==> config.mk <==
export PLATFORM = sky130hd
export DESIGN_NAME = ahb_bridge_arbiter_flat
export DESIGN_NICKNAME = d
export VERILOG_FILES = /design/src/rtl/ahb_bridge_arbiter_if.sv /design/src/rtl/ahb_bridge_arbiter.sv /design/src/flat_wrapper.sv
export SDC_FILE = /design/constraint.sdc
export NUM_CORES = 1
export LEC_CHECK = 0
export CAP_MARGIN = 10
export CORE_AREA = 5 5 86 88
export CTS_CLUSTER_SIZE = 40
export DETAILED_ROUTE_END_ITERATION = 8
export DIE_AREA = 0 0 91 93
export PLACE_DENSITY_LB_ADDON = 0.25
export SYNTH_ARGS = -nofsm -noshare
export SYNTH_HDL_FRONTEND = slang
export SYNTH_SLANG_ARGS = --single-unit
==> constraint.sdc <==
create_clock -name HCLK -period 1.86 [get_ports HCLK]
set_input_delay 0.186 -clock HCLK [delete_from_list [all_inputs] [get_ports HCLK]]
set_output_delay 0.186 -clock HCLK [all_outputs]
set_load 0.03 [all_outputs]
==> src/rtl/ahb_bridge_arbiter_if.sv <==
`default_nettype none
// ============================================================================
// ahb_bridge_arbiter_if : two-master AHB-Lite request side plus muxed bridge port
// Revision: 1.0
// ============================================================================
interface ahb_bridge_arbiter_if #(
  parameter int ADDR_WIDTH = 32,
  parameter int DATA_WIDTH = 32
);
  logic                  HBUSREQ_M0, HBUSREQ_M1;
  logic [1:0]            HTRANS_M0,  HTRANS_M1;
  logic [ADDR_WIDTH-1:0] HADDR_M0,   HADDR_M1;
  logic                  HWRITE_M0,  HWRITE_M1;
  logic [2:0]            HSIZE_M0,   HSIZE_M1;
  logic [2:0]            HBURST_M0,  HBURST_M1;
  logic [DATA_WIDTH-1:0] HWDATA_M0,  HWDATA_M1;
  logic                  HGRANT_M0,  HGRANT_M1;
  logic                  HMASTER;
  logic                  HSEL;
  logic [1:0]            HTRANS;
  logic [ADDR_WIDTH-1:0] HADDR;
  logic                  HWRITE;
  logic [2:0]            HSIZE;
  logic [2:0]            HBURST;
  logic [DATA_WIDTH-1:0] HWDATA;
  logic                  HREADYIN;
  logic                  HREADYOUT;

  // Arbiter side
  modport slave (
    input  HBUSREQ_M0, HBUSREQ_M1, HTRANS_M0, HTRANS_M1, HADDR_M0, HADDR_M1,
           HWRITE_M0, HWRITE_M1, HSIZE_M0, HSIZE_M1, HBURST_M0, HBURST_M1,
           HWDATA_M0, HWDATA_M1, HREADYOUT,
    output HGRANT_M0, HGRANT_M1, HMASTER, HSEL, HTRANS, HADDR, HWRITE,
           HSIZE, HBURST, HWDATA, HREADYIN
  );

  // Masters and bridge side
  modport master (
    output HBUSREQ_M0, HBUSREQ_M1, HTRANS_M0, HTRANS_M1, HADDR_M0, HADDR_M1,
           HWRITE_M0, HWRITE_M1, HSIZE_M0, HSIZE_M1, HBURST_M0, HBURST_M1,
           HWDATA_M0, HWDATA_M1, HREADYOUT,
    input  HGRANT_M0, HGRANT_M1, HMASTER, HSEL, HTRANS, HADDR, HWRITE,
           HSIZE, HBURST, HWDATA, HREADYIN
  );
endinterface
`default_nettype wire

==> src/rtl/ahb_bridge_arbiter.sv <==
`default_nettype none
// ============================================================================
// ahb_bridge_arbiter : two-master AHB-Lite arbiter in front of the AHB-to-APB
// bridge; ARB_FIXED_PRIO_EN selects fixed master-0 priority over round-robin.
// Revision: 1.0
// ============================================================================
module ahb_bridge_arbiter #(
  parameter int ADDR_WIDTH     = 32,
  parameter int DATA_WIDTH     = 32,
  parameter int DEFAULT_MASTER = 0
) (
  input wire logic            HCLK,
  input wire logic            HRESET,
  ahb_bridge_arbiter_if.slave bus
);
  localparam logic c_DEF_MASTER = (DEFAULT_MASTER != 0);

  logic                  grant_q, grant_d;
  logic                  hmaster_q, hmaster_d;
  logic                  w_boundary;
  logic                  w_next_owner;
  logic [1:0]            w_trans;
  logic [ADDR_WIDTH-1:0] w_addr;
  logic                  w_write;
  logic [2:0]            w_size;
  logic [2:0]            w_burst;
  logic [DATA_WIDTH-1:0] w_wdata;

  always_comb begin
    w_trans = bus.HTRANS_M0;
    w_addr  = bus.HADDR_M0;
    w_write = bus.HWRITE_M0;
    w_size  = bus.HSIZE_M0;
    w_burst = bus.HBURST_M0;
    if (grant_q) begin
      w_trans = bus.HTRANS_M1;
      w_addr  = bus.HADDR_M1;
      w_write = bus.HWRITE_M1;
      w_size  = bus.HSIZE_M1;
      w_burst = bus.HBURST_M1;
    end
  end

  // Write data belongs to the data-phase owner, which lags the address owner.
  assign w_wdata = hmaster_q ? bus.HWDATA_M1 : bus.HWDATA_M0;

  // Only IDLE or a SINGLE NONSEQ can end an ownership; bursts run to completion.
  assign w_boundary = bus.HREADYOUT &&
                      ((w_trans == 2'b00) ||
                       ((w_trans == 2'b10) && (w_burst == 3'b000)));

  always_comb begin
    w_next_owner = c_DEF_MASTER;
`ifdef ARB_FIXED_PRIO_EN
    if (bus.HBUSREQ_M0)
      w_next_owner = 1'b0;
    else if (bus.HBUSREQ_M1)
      w_next_owner = 1'b1;
`else
    if (bus.HBUSREQ_M0 && bus.HBUSREQ_M1)
      w_next_owner = ~grant_q;
    else if (bus.HBUSREQ_M0)
      w_next_owner = 1'b0;
    else if (bus.HBUSREQ_M1)
      w_next_owner = 1'b1;
`endif
  end

  always_comb begin
    grant_d   = grant_q;
    hmaster_d = hmaster_q;
    if (w_boundary)
      grant_d = w_next_owner;
    if (bus.HREADYOUT)
      hmaster_d = grant_q;
  end

  always_ff @(posedge HCLK or posedge HRESET) begin
    if (HRESET) begin
      grant_q   <= c_DEF_MASTER;
      hmaster_q <= c_DEF_MASTER;
    end else begin
      grant_q   <= grant_d;
      hmaster_q <= hmaster_d;
    end
  end

  assign bus.HGRANT_M0 = ~grant_q;
  assign bus.HGRANT_M1 = grant_q;
  assign bus.HMASTER   = hmaster_q;
  assign bus.HSEL      = w_trans[1];
  assign bus.HTRANS    = w_trans;
  assign bus.HADDR     = w_addr;
  assign bus.HWRITE    = w_write;
  assign bus.HSIZE     = w_size;
  assign bus.HBURST    = w_burst;
  assign bus.HWDATA    = w_wdata;
  assign bus.HREADYIN  = bus.HREADYOUT;
endmodule
`default_nettype wire

==> src/flat_wrapper.sv <==
// flat-port wrapper written by rule: the top's interface ports become plain ports
module ahb_bridge_arbiter_flat 
#(
  parameter int ADDR_WIDTH     = 32,
  parameter int DATA_WIDTH     = 32,
  parameter int DEFAULT_MASTER = 0
)
  (HCLK, HRESET, bus_HBUSREQ_M0, bus_HBUSREQ_M1, bus_HTRANS_M0, bus_HTRANS_M1, bus_HADDR_M0, bus_HADDR_M1, bus_HWRITE_M0, bus_HWRITE_M1, bus_HSIZE_M0, bus_HSIZE_M1, bus_HBURST_M0, bus_HBURST_M1, bus_HWDATA_M0, bus_HWDATA_M1, bus_HREADYOUT, bus_HGRANT_M0, bus_HGRANT_M1, bus_HMASTER, bus_HSEL, bus_HTRANS, bus_HADDR, bus_HWRITE, bus_HSIZE, bus_HBURST, bus_HWDATA, bus_HREADYIN);
  ahb_bridge_arbiter_if #(.ADDR_WIDTH(ADDR_WIDTH), .DATA_WIDTH(DATA_WIDTH)) bus_i ();
  input wire logic HCLK;
  input wire logic HRESET;
  input wire logic [$bits(bus_i.HBUSREQ_M0)-1:0] bus_HBUSREQ_M0;
  input wire logic [$bits(bus_i.HBUSREQ_M1)-1:0] bus_HBUSREQ_M1;
  input wire logic [$bits(bus_i.HTRANS_M0)-1:0] bus_HTRANS_M0;
  input wire logic [$bits(bus_i.HTRANS_M1)-1:0] bus_HTRANS_M1;
  input wire logic [$bits(bus_i.HADDR_M0)-1:0] bus_HADDR_M0;
  input wire logic [$bits(bus_i.HADDR_M1)-1:0] bus_HADDR_M1;
  input wire logic [$bits(bus_i.HWRITE_M0)-1:0] bus_HWRITE_M0;
  input wire logic [$bits(bus_i.HWRITE_M1)-1:0] bus_HWRITE_M1;
  input wire logic [$bits(bus_i.HSIZE_M0)-1:0] bus_HSIZE_M0;
  input wire logic [$bits(bus_i.HSIZE_M1)-1:0] bus_HSIZE_M1;
  input wire logic [$bits(bus_i.HBURST_M0)-1:0] bus_HBURST_M0;
  input wire logic [$bits(bus_i.HBURST_M1)-1:0] bus_HBURST_M1;
  input wire logic [$bits(bus_i.HWDATA_M0)-1:0] bus_HWDATA_M0;
  input wire logic [$bits(bus_i.HWDATA_M1)-1:0] bus_HWDATA_M1;
  input wire logic [$bits(bus_i.HREADYOUT)-1:0] bus_HREADYOUT;
  output wire logic [$bits(bus_i.HGRANT_M0)-1:0] bus_HGRANT_M0;
  output wire logic [$bits(bus_i.HGRANT_M1)-1:0] bus_HGRANT_M1;
  output wire logic [$bits(bus_i.HMASTER)-1:0] bus_HMASTER;
  output wire logic [$bits(bus_i.HSEL)-1:0] bus_HSEL;
  output wire logic [$bits(bus_i.HTRANS)-1:0] bus_HTRANS;
  output wire logic [$bits(bus_i.HADDR)-1:0] bus_HADDR;
  output wire logic [$bits(bus_i.HWRITE)-1:0] bus_HWRITE;
  output wire logic [$bits(bus_i.HSIZE)-1:0] bus_HSIZE;
  output wire logic [$bits(bus_i.HBURST)-1:0] bus_HBURST;
  output wire logic [$bits(bus_i.HWDATA)-1:0] bus_HWDATA;
  output wire logic [$bits(bus_i.HREADYIN)-1:0] bus_HREADYIN;
  assign bus_i.HBUSREQ_M0 = bus_HBUSREQ_M0;
  assign bus_i.HBUSREQ_M1 = bus_HBUSREQ_M1;
  assign bus_i.HTRANS_M0 = bus_HTRANS_M0;
  assign bus_i.HTRANS_M1 = bus_HTRANS_M1;
  assign bus_i.HADDR_M0 = bus_HADDR_M0;
  assign bus_i.HADDR_M1 = bus_HADDR_M1;
  assign bus_i.HWRITE_M0 = bus_HWRITE_M0;
  assign bus_i.HWRITE_M1 = bus_HWRITE_M1;
  assign bus_i.HSIZE_M0 = bus_HSIZE_M0;
  assign bus_i.HSIZE_M1 = bus_HSIZE_M1;
  assign bus_i.HBURST_M0 = bus_HBURST_M0;
  assign bus_i.HBURST_M1 = bus_HBURST_M1;
  assign bus_i.HWDATA_M0 = bus_HWDATA_M0;
  assign bus_i.HWDATA_M1 = bus_HWDATA_M1;
  assign bus_i.HREADYOUT = bus_HREADYOUT;
  assign bus_HGRANT_M0 = bus_i.HGRANT_M0;
  assign bus_HGRANT_M1 = bus_i.HGRANT_M1;
  assign bus_HMASTER = bus_i.HMASTER;
  assign bus_HSEL = bus_i.HSEL;
  assign bus_HTRANS = bus_i.HTRANS;
  assign bus_HADDR = bus_i.HADDR;
  assign bus_HWRITE = bus_i.HWRITE;
  assign bus_HSIZE = bus_i.HSIZE;
  assign bus_HBURST = bus_i.HBURST;
  assign bus_HWDATA = bus_i.HWDATA;
  assign bus_HREADYIN = bus_i.HREADYIN;
  ahb_bridge_arbiter #(.ADDR_WIDTH(ADDR_WIDTH), .DATA_WIDTH(DATA_WIDTH), .DEFAULT_MASTER(DEFAULT_MASTER)) u_core (.HCLK(HCLK), .HRESET(HRESET), .bus(bus_i));
endmodule
==> metrics.txt <==
run status=finished, final reports clean; grt ovf=0; CP arrival=about 1600 ps; post-DR wirelength/cell=18.5 um; FP Rows=30; Max VDD drop=0.625 mV; Yosys warning count=0; met3 Track Usage GR=between 7 and 8%; register area share after synthesis=between 4 and 5%; Ports=229; Via Count=1700; gr busiest metal=met2; M2 GR Usage=30.1%; HPWL after detailed placement=approximately 6700 um; CP Launch Point=u_core.bus.HMASTER; Tcrit/Tclk final=95.7%; total of max-cap violations=0; max-slew violations=0; Die ar.=roughly 0.0085 mm2; Iter 0 DRT Violations=15; clock tree root buffer cell=clkbuf_8; Tot GR Track Use=between 10% and 20%; Area Overhead vs Synth=229%; layout cells sized above 1=26.9%; Die Ht=93 um; # fillers=662; CTS tree=yes; # port buffers=228; CTS Sinks=2; critical path fanouts, max=4; Starting Density=approximately 16%; post-synth cell types=15; global-route wire length before repair=10800 um; r2r worst-path depth=4; Worst Max-Slew Pin Slew=349 ps; GP Congestion=0.813; Netlist Area Pre-Place=around 0.0010 mm2; antenna viol nets, final=0; Placed Area=0.00341 mm2; Leak=approximately 1.4 nW; Worst-path clk slew=30 ps; dpl cells=between 300 and 400; fmax=0.562 GHz; FF-to-FF Start=u_core.bus.HGRANT_M1; Post-Route Skew=0.235 ps; initial antenna violation count=1; Final Non-Filler Cells=403; Final TNS setup=0 ps; die width=91 um; via/cell ratio=4.22; RSZ-0062 raised after global routing=no; Seq cells post-synth=2; startpoint types=register; postcts setup bufs=0; GR met1 Demand/Resource=roughly 16%; fin area=0.00336 mm2; Worst Setup Path Type=register to output port; Critical Path RT=roughly 1700 ps; Synth Area per Inst=around 11 um2; Clock Tree Buf Depth=2; post-synth net total=248; final hold violations=0; vias in the first global route=around 1.9k; total wire length=7470 um; crit path time final=1780 ps; Syn Inst Count=97; H-tree levels=1; cts hold-fix bufs=0; remaining routing DRC violations=0; Antenna Cells=0; Num CTS Buffers=3; nets@finish=475; clk_lat worst skew=210 ps; Finish-stage setup viols=0; Max-slew headroom=76.8%; CP Capture Type=output port; FF+latch area=51.3 um2; core area=0.00657 mm2; multi-input logic area=898 um2; Hold Crit Class=primary input to asynchronous set/reset pin; largest net degree at the start of global routing=29; final core utilization=51.2%; Detailed Routing Iterations Pass 1=3; Power Dens Cells=approximately 1100 mW/mm2
cell type report:
type	count	area share, %
clock buffers	4	1.34
well taps	80	2.98
multi-input cells	81	26.7
repair buffers	233	67.1
inverters	3	0.335
flip-flops and latches	2	1.53
synth_stat cells (all sizes together):
cell type	instances	area share, %
nor3b	1	0.73
clkbuf	3	1.1
dfrtp	2	4.9
a311o	1	0.98
o31a	1	0.86
o311a	1	0.98
mux2	74	82
a311oi	1	0.86
buf	8	5.0
inv	3	1.1
or4b	1	0.98
or3	1	0.61
cells by family (layout without fill, tap and decap cells):
logic type             after synthesis  count (layout)  synth area share (%)
AOI/OAI and AO/OA                    4               4                  3.67
buffers and inverters               14             240                  7.22
DFF                                  2               2                  4.90
muxes                               74              74                  81.9
and+or+nand+nor                      3               3                  2.33
stage by stage:
| stage | setup slack, ps | hold slack (ps) | total power [mW] |
|---|---|---|---|
| final | 79.3 | 134 | 3.66 |
| after global routing | 38.1 | 159 | 3.86 |
| after CTS | 63.4 | 139 | 3.71 |
| after detailed placement | 87.9 | 360 | 3.87 |
| after global placement | 109 | 364 | 3.85 |
| after floorplan | 121 | -72.8 | 2.30 |
state kept, by name, summed over array words and instances (netlist names):
register,cells
u_core.bus.HGRANT_M1,1
u_core.bus.HMASTER,1
per-layer routing:
layer	up-vias	share of wire, %
li1	820	-
met2	124	51
met3	14	13
met5	-	0.17
met4	2	2.5
met1	740	33
power breakdown:
group	total, mW	internal [mW]	leakage [nW]	switching [mW]
clock network	0.185	0.146	0.0228	0.0390
logic	3.37	1.54	1.35	1.82
registers	0.105	0.0684	0.0228	0.0369
total	3.66	1.76	1.40	1.90
cells in the final DEF, fill, tap and decap left out:
master and instances:
clkdlybuf4s50_1 152, mux2_2 73, dlygate4sd2_1 72, buf_4 6
inv_1 3, clkbuf_8 3, buf_12 3, or4b_1 1
or3_1 1, mux2_4 1, a311oi_1 1, o311a_1 1
o31a_1 1, nor3b_1 1, a311o_1 1, clkbuf_1 1
dfrtp_2 1, dfrtp_1 1
critical path: stages, from the launching register on:
cell	delay, ps
dfrtp_1	420
mux2_2	350
clkdlybuf4s50_1	610
what timing repair did:
action                                 CTS  global route
setup endpoints to repair               72             0
endpoints found under the hold margin    0             0
gates resized for setup                 72             0
path summary, 6_finish.rpt:
| check | slack [ps] | end |
|---|---|---|
| max | 80 | bus_HWDATA[22] |
| min | 130 | u_core.bus.HMASTER |
| max reg2reg | 180 | u_core.bus.HGRANT_M1 |
| min reg2reg | 630 | u_core.bus.HMASTER |
| max in group asynchronous | 1600 | u_core.bus.HGRANT_M1 |
| min in group HCLK | 630 | u_core.bus.HMASTER |
No activity file was read; power rests on OpenSTA's default activity.
